[src/rtl/alu_req_driver.sv]
// alu_req_driver: issue side of the ALU operand interface.
// Commands {a,b,op} are registered onto the ALU inputs. The combinational ALU
// result is captured one cycle later into an in-order result buffer. The
// buffer is drained on a valid/ready response stream.
// Optional checker: define ALU_REQ_CHECK_EN to enable the internal reference
// model that flags ALU result mismatches on err / mismatch_cnt.
module alu_req_driver #(
   parameter int unsigned N     = 16,
   parameter int unsigned DEPTH = 4
) (
   input  logic         clk,
   input  logic         rst,
   input  logic         cmd_valid,
   output logic         cmd_ready,
   input  logic [N-1:0] cmd_a,
   input  logic [N-1:0] cmd_b,
   input  logic [2:0]   cmd_op,
   output logic [N-1:0] alu_a,
   output logic [N-1:0] alu_b,
   output logic [2:0]   alu_op,
   input  logic [N-1:0] alu_y,
   output logic         rsp_valid,
   input  logic         rsp_ready,
   output logic [N-1:0] rsp_y,
   output logic [2:0]   rsp_op,
   output logic         err,
   output logic [7:0]   mismatch_cnt
);

   localparam int unsigned AW = $clog2(DEPTH);

   // ALU operand registers and in-flight flag
   logic [N-1:0] r_alu_a;
   logic [N-1:0] r_alu_b;
   logic [2:0]   r_alu_op;
   logic         r_inflight;

   // result buffer storage and pointers
   logic [N-1:0] r_mem_y  [DEPTH];
   logic [2:0]   r_mem_op [DEPTH];
   logic [AW-1:0] r_wptr;
   logic [AW-1:0] r_rptr;
   logic [AW:0]   r_count;

   // handshake and occupancy wires
   logic          w_accept;
   logic          w_push;
   logic          w_pop;
   logic [AW+1:0] w_occ;

   // occupancy counts the in-flight command so a full buffer can never be overrun
   always_comb begin
      w_occ     = {1'b0, r_count} + (AW+2)'(r_inflight);
      cmd_ready = (w_occ < (AW+2)'(DEPTH));
      rsp_valid = (r_count != '0);
      w_accept  = cmd_valid && cmd_ready;
      w_push    = r_inflight;
      w_pop     = rsp_valid && rsp_ready;
   end

   assign alu_a  = r_alu_a;
   assign alu_b  = r_alu_b;
   assign alu_op = r_alu_op;
   assign rsp_y  = r_mem_y[r_rptr];
   assign rsp_op = r_mem_op[r_rptr];

   // operand registers load on accept and hold otherwise
   always_ff @(posedge clk or posedge rst) begin
      if (rst) begin
         r_alu_a  <= '0;
         r_alu_b  <= '0;
         r_alu_op <= '0;
      end else if (w_accept) begin
         r_alu_a  <= cmd_a;
         r_alu_b  <= cmd_b;
         r_alu_op <= cmd_op;
      end
   end

   // in-flight is set by an accept and cleared by the capture that follows
   always_ff @(posedge clk or posedge rst) begin
      if (rst) begin
         r_inflight <= 1'b0;
      end else begin
         r_inflight <= w_accept;
      end
   end

   // capture the ALU result with the opcode that produced it
   always_ff @(posedge clk or posedge rst) begin
      if (rst) begin
         for (int unsigned i = 0; i < DEPTH; i++) begin
            r_mem_y[i]  <= '0;
            r_mem_op[i] <= '0;
         end
      end else if (w_push) begin
         r_mem_y[r_wptr]  <= alu_y;
         r_mem_op[r_wptr] <= r_alu_op;
      end
   end

   // buffer pointers wrap modulo DEPTH; count is unchanged on push+pop
   always_ff @(posedge clk or posedge rst) begin
      if (rst) begin
         r_wptr  <= '0;
         r_rptr  <= '0;
         r_count <= '0;
      end else begin
         if (w_push) begin
            r_wptr <= r_wptr + AW'(1);
         end
         if (w_pop) begin
            r_rptr <= r_rptr + AW'(1);
         end
         unique case ({w_push, w_pop})
            2'b10:   r_count <= r_count + (AW+1)'(1);
            2'b01:   r_count <= r_count - (AW+1)'(1);
            default: r_count <= r_count;
         endcase
      end
   end

`ifdef ALU_REQ_CHECK_EN
   logic [N-1:0] w_exp;
   logic         w_mismatch;
   logic         r_err;
   logic [7:0]   r_mis_cnt;

   // reference ALU evaluated on the operands currently presented to the ALU
   always_comb begin
      w_exp = '0;
      unique case (r_alu_op)
         3'b000: w_exp = r_alu_a + r_alu_b;
         3'b001: w_exp = r_alu_a - r_alu_b;
         3'b010: w_exp = r_alu_a & r_alu_b;
         3'b011: w_exp = r_alu_a | r_alu_b;
         3'b100: w_exp = r_alu_a ^ r_alu_b;
         3'b101: w_exp = r_alu_a << 1;
         3'b110: w_exp = r_alu_a >> 1;
         default: w_exp = r_alu_a;
      endcase
      w_mismatch = r_inflight && (alu_y != w_exp);
   end

   // sticky error flag and saturating mismatch counter, updated on capture
   always_ff @(posedge clk or posedge rst) begin
      if (rst) begin
         r_err     <= 1'b0;
         r_mis_cnt <= '0;
      end else if (w_mismatch) begin
         r_err <= 1'b1;
         if (r_mis_cnt != '1) begin
            r_mis_cnt <= r_mis_cnt + 8'd1;
         end
      end
   end

   assign err          = r_err;
   assign mismatch_cnt = r_mis_cnt;
`else
   assign err          = 1'b0;
   assign mismatch_cnt = '0;
`endif

endmodule
[config.mk]
export PLATFORM = sky130hd
export DESIGN_NAME = alu_req_driver
export DESIGN_NICKNAME = d
export VERILOG_FILES = /design/src/rtl/alu_req_driver.sv
export SDC_FILE = /design/constraint.sdc
export NUM_CORES = 1
export LEC_CHECK = 0
export CORE_UTILIZATION = 30
export DETAILED_ROUTE_END_ITERATION = 8
export PLACE_DENSITY_LB_ADDON = 0.12
export SLEW_MARGIN = 40
export SYNTH_ARGS = -nofsm -noshare
export SYNTH_HDL_FRONTEND = slang
export SYNTH_SLANG_ARGS = --single-unit
[constraint.sdc]
create_clock -name clk -period 5 [get_ports clk]
set_input_delay 1 -clock clk [delete_from_list [all_inputs] [get_ports clk]]
set_output_delay 1 -clock clk [all_outputs]
set_load 0.02 [all_outputs]
======== Word-level counts from Yosys, hierarchy flattened ========
Index checks and enable logic that the tools add are counted.
word-level totals
  bits in registers ....................... 119
  logic and storage cells ................. 46
cells by class
  add/subtract/negate cells ............... 5
  magnitude comparators ................... 4
  equality and inequality tests ........... 2
  mux-type cells .......................... 13
  bitwise logic cells ..................... 2
  reductions and logical operators ........ 5
operators by type and width
  operator                                                    count
  bitwise mux 64 bit                                          1
  2-to-1 mux 16 bit                                           3
  binary-select mux 16 bit (select 2 bit)                     1
  demux 16 bit (select 2 bit)                                 1
  bitwise mux 12 bit                                          1
  2-to-1 mux 3 bit                                            3
  binary-select mux 3 bit (select 2 bit)                      1
  demux 3 bit (select 2 bit)                                  1
  greater-or-equal comparator 3 bit, second input constant    2
  NOT 2 -> 3 bit                                              2
  one-hot mux 3 bit (2 select lines)                          1
  adder 2 x 1 -> 2 bit, second input constant                 2
  adder 3 x 1 -> 4 bit                                        1
  less-than comparator 4 x 3 -> 1 bit, second input constant  1
  adder 3 x 1 -> 3 bit, second input constant                 1
  logical AND 1 bit                                           3
  less-than comparator 3 x 1 -> 1 bit, second input constant  1
  nonzero test 3 bit                                          1
  subtractor 3 x 1 -> 3 bit, second input constant            1
  == test 2 x 1 -> 1 bit, second input constant               1
  == test 2 bit, second input constant                        1
  nonzero test 2 bit                                          1

======== Depth between registers and ports, before layout ========
Gate-level depths: netlist of run 1.
  depth in word-level cells ............... 6
  depth in mapped cells ................... 8
  depth with buffers taken out ............ 7

======== Least setup slack after synthesis of run 1 ========
No wires, ideal clock.
  kind .................................... reg-to-output
  start point ............................. register r_rptr[0]
  end point ............................... output port rsp_op[0]
  arrival ................................. 1.258 ns
  data required time ...................... 4.000 ns
  slack ................................... 2.742 ns
  stages on the path, launching flop included .. 3
  cells stage by stage .................... dfrtp_1 -> buf_2 -> mux4_2
on the way
  cells in the longest elaborated chain, start to end .. 4
RTL lines
  item                                                 RTL line  text
  from (decl)                                          42        logic [AW-1:0] r_rptr;
  from (signal assigned)                               113       r_rptr <= r_rptr + AW'(1);
  NOT 2 -> 3 bit (implied by the code)                 65        assign rsp_op = r_mem_op[r_rptr];
  binary-select mux 3 bit (select 2 bit)               65
  2-to-1 mux 3 bit (implied by the code) (2 in a row)  65
  to (decl)                                            25        output logic [2:0] rsp_op,
No other way between the ends. The select of a mux whose other input is x is not followed.

======== Worst setup path after layout of run 1 ========
  start point ............................. register r_rptr[0]
  end point ............................... output port rsp_y[6]
on the way
  cells in the longest elaborated chain, start to end .. 4
RTL lines
  item                                                  RTL line  text
  NOT 2 -> 3 bit (implied by the code)                  64        assign rsp_y = r_mem_y[r_rptr];
  binary-select mux 16 bit (select 2 bit)               64
  2-to-1 mux 16 bit (implied by the code) (2 in a row)  64
  to (decl)                                             24        output logic [N-1:0] rsp_y,
No other way between the ends. The select of a mux whose other input is x is not followed.

==> results of run 1 <==
==> area by class of cell <==
| type | count | share of cell area, % |
|---|---|---|
| Timing Repair Buffer | 113 | 15.8 |
| Tap cell | 220 | 3.87 |
| Sequential cell | 119 | 41.9 |
| Inverter | 8 | 0.493 |
| Multi-Input combinational cell | 164 | 28.9 |
| Clock buffer | 20 | 6.57 |
| Clock inverter | 12 | 2.45 |
==> kinds of logic (layout without fill, tap and decap cells) <==
kind of cell             count (synthesis)  after routing  synth area share, %
XOR/XNOR                                 6              6                 1.01
buffers and inverters                   29            153                 3.48
multiplexers                           131            131                 34.7
adder cells (fa/ha/maj)                  6              6                 1.59
other                                    1              9               0.0724
AND/OR/NAND/NOR                          9              9                 1.04
flip-flops                             119            119                 57.5
AO/OA/AOI/OAI                            3              3                0.676
==> path summary, 6_finish.rpt <==
path	startpoint	endpoint	slack, ns	depth (start not counted)
min in group asynchronous	rst	alu_b[7]	1.07	2
worst max-delay path	r_rptr[0]	rsp_y[6]	1.40	3
max in group asynchronous	rst	r_mem_y[12]	3.11	3
worst min register to register	r_mem_y[19]	r_mem_y[19]	0.50	1
worst max register to register	r_count[0]	r_count[2]	3.15	7
worst min-delay path	r_mem_y[19]	r_mem_y[19]	0.50	1
==> cells in the mapped netlist (all sizes together) <==
library cell    n
a31oi           1
buf            19
clkbuf          2
conb            1
dfrtp         119
fa              1
ha              5
inv             8
mux2          111
mux2i           1
mux4           19
nand2           7
nor2            1
o21ai           1
o31a            1
or3             1
xnor2           2
xor2            4
==> power groups by stage <==
| stage | combinational (mW) | sequential (mW) | clock (mW) |
|---|---|---|---|
| 2_1_floorplan | 1.38 | 1.86 | 0 |
| 3_3_place_gp | 2.27 | 1.82 | 0 |
| 3_5_place_dp | 2.31 | 1.82 | 0 |
| 4_1_cts | 2.32 | 1.82 | 1.34 |
| 5_1_grt | 2.42 | 1.88 | 1.39 |
| 6_report | 2.28 | 1.81 | 1.30 |
==> stage by stage <==
step | setup WS (ns) | power (mW)
2_1_floorplan | 0.843 | 3.23
3_3_place_gp | 1.83 | 4.09
3_5_place_dp | 1.78 | 4.13
4_1_cts | 1.33 | 5.48
5_1_grt | 1.23 | 5.70
6_report | 1.40 | 5.39
==> per-layer routing <==
| metal | track usage (%) | vias to the layer above |
|---|---|---|
| li1 | - | 1325 |
| met1 | 15.7 | 1487 |
| met2 | 19.8 | 103 |
| met3 | 6.81 | 13 |
| met4 | 5.62 | 0 |
| met5 | 0 | - |
==> flip-flops by register name, indices dropped and copies added, names as in the netlist <==
register,flops
r_mem_op,12
r_rptr,2
alu_op,3
r_count,3
r_wptr,2
r_mem_y,64
r_inflight,1
alu_a,16
alu_b,16
==> qor.csv, run 1 <==
metric,value,unit
most frequent cells in the layout,"118 x dfrtp_1, 110 x clkdlybuf4s50_1, 82 x mux2_2",
Min Hold Slack,0.499,ns
met1 wire length,4770,um
Area after DPL,6470,sq um
Total GRT Usage,13.2,%
GPL Wtd Cong,0.700,
CP bufs+invs,2,
maximum root-to-sink buffer count,2,
Max stage delay on crit path,0.64,ns
non-filler cells in the finished layout,656,
drt pass-1 iters,4,
number of synthesis warnings,0,
Final ANT Viol Nets,0,
Clock Skew,0.0104,ns
final instance area,7110,sq um
fillers,1545,
Slew Limit Fails,0,
Avg Synthesized Cell Area,17.0,sq um
Post-route DRC,0,
worst path cell trace,buf_4 -> mux4_2 -> clkdlybuf4s50_1,
combinational share of power,42.3,%
Worst Hold Class,flop to flop,
die height,133,um
met2 WL,4940,um
P per Cell Area,759,nW/um^2
"Remaining Overflow, GRT",0,
register area,2980,sq um
CP Data Arrival Time,2.60,ns
"Seq/Total Area, Yosys",57.5,%
clock network latency to the later pin of the worst-skew pair,0.42,ns
hpwl dp,6850,um
H-tree lvl count,4,
initial core utilization,31.0,%
Pint,3.69,mW
pin count of the biggest net entering global routing,74,
cts repair resizes,0,
Total Wirelength,10900,um
Sw Ratio,31.6,%
DR vias/cell,4.46,
row count,47,
IO Count,120,
Slew HR,54.8,%
worst-path fanout max,13,
area share of the largest cell type after synthesis,57.5,%
Layout area overhead,37.2,%
largest area contributor in the netlist,dfrtp_1,
chip width,133,um
Syn Std Cell Area,5180,sq um
MaxCap Viol Count,0,
core outline area,16700,sq um
final core utilization,42.6,%
clk root buf,clkbuf_16,
met3 wire len,974,um
FMAX,278,MHz
switching power,1.71,mW
area of the multi-input gates,2050,sq um
Clock Power Share,24.2,%
placed insts,624,
largest cells by area after synthesis,"dfrtp_1 57%, mux2_2 18%, mux2_4 8.4%, mux4_2 8.3%, buf_4 1.3%",
hold_buf cts,0,
sequential power share,33.5,%
Leakage Power,3.05,nW
# port buffers,110,
Final nets,484,
layout cells sized above 1,39.7,%
most common library cell in the layout ignoring fill and taps,dfrtp_1,
family with the most delay on the worst path,buffers and inverters,
setup bufs post-CTS,0,
maximum VDD drop,0.338,mV
final setup fails,0,
CTS Buf Count,17,
Hold Fails Final Rpt,0,
first-pass GRT wire length,17400,um
vias post-DR,2928,
antenna cells,0,
Post-Syn Instances,304,
period utilisation layout,71.9,%
clk slew on worst S/H paths,0.05,ns
"Worst Path Class, Setup",flop to output port,
RSZ-0062 raised after global routing,no,
Yosys reg bits,119,
crit path launch type,flop,
number of global-route vias before repair,3199,
worst endpoint required time,4.00,ns
CTS tree,yes,
total negative slack,0,ns
status,completed,
drt wl/cell,16.6,um
Sink Count,119,
crit end category,output port,
initial antenna violation count,0,
Max Used Layer,met4,
Slowest cell on crit path,dfrtp_1,
Initial DRC Count,119,
worst-margin pin slew,0.677,ns
die area,17800,sq um
Cell variety after synth,23,
fin crit period,3.60,ns
(Power assumes the default switching activity.)
==> run 2, diff against run 1 <==
==> constraint.sdc (replaced) <==
create_clock -name clk -period 3.1 [get_ports clk]
set_input_delay 0.62 -clock clk [delete_from_list [all_inputs] [get_ports clk]]
set_output_delay 0.62 -clock clk [all_outputs]
set_load 0.02 [all_outputs]
==> run 2 against run 1 <==
- sequential cell count did not move
- first-iteration DRC count fell by 19%
- routed wire length fell by 3.5%
- die area did not move
- cell area rose by 1.3%
- sequential power rose by 57%
- sequential share of layout area fell by 0.55 points
- worst hold slack improved by 0.0014 ns
- clock skew fell by 0.0021 ns
- combinational power rose by 65%
- cell count rose by 0.15%
- largest cell class unchanged
==> qor.csv, run 2 (synthesis results as in run 1) <==
metric,value,unit,change
most common library cell in the layout ignoring fill and taps,dfrtp_1,,
Post-route DRC,0,,unchanged
setup bufs post-CTS,0,,unchanged
cts repair resizes,0,,unchanged
worst-path fanout max,9,,-4
PnR worst setup slack,0.312,ns,-1.09 ns
CTS Buf Count,17,,unchanged
P per Cell Area,1240,nW/um^2,+64%
non-filler cells in the finished layout,657,,+0.15%
Reg2Reg Setup Slack,1.27,ns,-1.88 ns
placed insts,625,,+0.16%
Leakage Power,3.09,nW,+1.5%
antenna cells,0,,unchanged
clock network latency to the later pin of the worst-skew pair,0.41,ns,about the same
hold_buf cts,0,,unchanged
FMAX,359,MHz,
crit path launch type,flop,,
Worst Hold Launch,r_mem_y[49],,
Worst Hold Class,flop to flop,,
initial core utilization,31.0,%,unchanged
Slew HR,57.2,%,+2.4 points
hpwl dp,6590,um,-3.8%
final instance area,7200,sq um,+1.3%
CP Data Arrival Time,2.17,ns,-0.43 ns
initial antenna violation count,0,,unchanged
Initial DRC Count,96,,-19%
reg-to-reg critical path endpoint,r_count[2],,
number of global-route vias before repair,3170,,-0.91%
total negative slack,0,ns,unchanged
drt wl/cell,16.0,um,-3.7%
layout cells sized above 1,39.6,%,-0.091 points
Clock Skew,0.00837,ns,-0.00207 ns
drt pass-1 iters,5,,+1
die area,17800,sq um,unchanged
maximum VDD drop,0.627,mV,+86%
most frequent cells in the layout,"119 x dfrtp_1, 110 x clkdlybuf4s50_1, 82 x mux2_2",,
die height,133,um,unchanged
Final nets,485,,+0.21%
register area,2980,sq um,about the same
vias post-DR,2876,,-1.8%
max reg flops,64,,unchanged
Total GRT Usage,12.9,%,-0.22 points
Final ANT Viol Nets,0,,unchanged
"Most flops, register",r_mem_y,,
status,completed,,
period utilisation layout,90.0,%,
final setup fails,0,,unchanged
CTS tree,yes,,
chip width,133,um,unchanged
first-pass GRT wire length,17500,um,+0.47%
area of the multi-input gates,2050,sq um,unchanged
RR Startpoint,r_count[0],,
# port buffers,110,,unchanged
Min Hold Slack,0.500,ns,+0.00136 ns
Slew Limit Fails,0,,unchanged
Place WS,0.668,ns,-1.12 ns
pin count of the biggest net entering global routing,120,,+62%
H-tree lvl count,4,,unchanged
Worst Reg-to-Reg Cells,7,,unchanged
fin crit period,2.79,ns,
crit end category,output port,,
IO Count,120,,unchanged
Hold Fails Final Rpt,0,,unchanged
core outline area,16700,sq um,unchanged
clk slew on worst S/H paths,0.05,ns,about the same
Area after DPL,6500,sq um,+0.46%
RSZ-0062 raised after global routing,no,,
"Remaining Overflow, GRT",0,,unchanged
Layout area overhead,38.9,%,
clk root buf,clkbuf_16,,
maximum root-to-sink buffer count,2,,unchanged
Total Wirelength,10500,um,-3.5%
worst endpoint required time,2.48,ns,-1.52 ns
worst-margin pin slew,0.641,ns,-0.0359 ns
hold path endpoint,r_mem_y[49],,
MaxCap Viol Count,0,,unchanged
fillers,1486,,-3.8%
DR vias/cell,4.38,,-1.9%
row count,47,,unchanged
GPL Wtd Cong,0.678,,-3.1%
Hold Crit Depth,1,,unchanged
"Worst Path Class, Setup",flop to output port,,
Sink Count,119,,unchanged
run 2: power by group:
group          switching (mW)  leakage, nW  internal (mW)  total, mW
registers               0.491         1.40           2.36       2.85
clock network           0.690        0.339           1.63       2.32
logic                    1.56         1.36           2.22       3.77
run 2: critical path, cell delays in order, from the launching register on:
cell	delay (ns)
dfrtp_1	0.61
buf_4	0.28
mux4_2	0.31
clkdlybuf4s50_1	0.56
run 2: routing by layer:
metal / part of all wire, % / wire length [um] / global-route usage, % / up-vias
li1: - / - / - / 1317
met1: 45 / 4720 / 16.7 / 1450
met2: 46 / 4800 / 19.0 / 97
met3: 7.8 / 821 / 5.59 / 12
met4: 1.4 / 149 / 5.11 / 0
met5: 0 / 0 / 0 / -
run 2: how the worst max path moves through the flow:
stage                    from    endpoint  slack (ns)  cells after the start
finish              r_rptr[1]    rsp_y[4]        0.31                      3
global route        r_rptr[0]    rsp_y[2]        0.23                      3
CTS                 r_rptr[0]   rsp_op[2]        0.27                      3
detailed placement  rsp_ready  r_count[2]        0.67                      8
global placement    r_rptr[0]   rsp_op[2]        0.73                      3
floorplan                 rst    alu_a[0]        1.02                      1
run 2: through the flow:
step | utilization, % | total power, mW
2_1_floorplan | - | 5.22
3_3_place_gp | 38.9 | 6.63
3_5_place_dp | 38.9 | 6.69
4_1_cts | 43.1 | 9.08
5_1_grt | 43.1 | 9.44
6_report | 43.1 | 8.94
run 2: area by class of cell:
type / count / share of cell area (%)
inverter: 8 / 0.469
clock buffer: 19 / 6.29
multi-input combinational: 164 / 28.5
timing repair buffer: 114 / 16.1
clock inverter: 13 / 3.46
tap: 220 / 3.82
sequential: 119 / 41.4
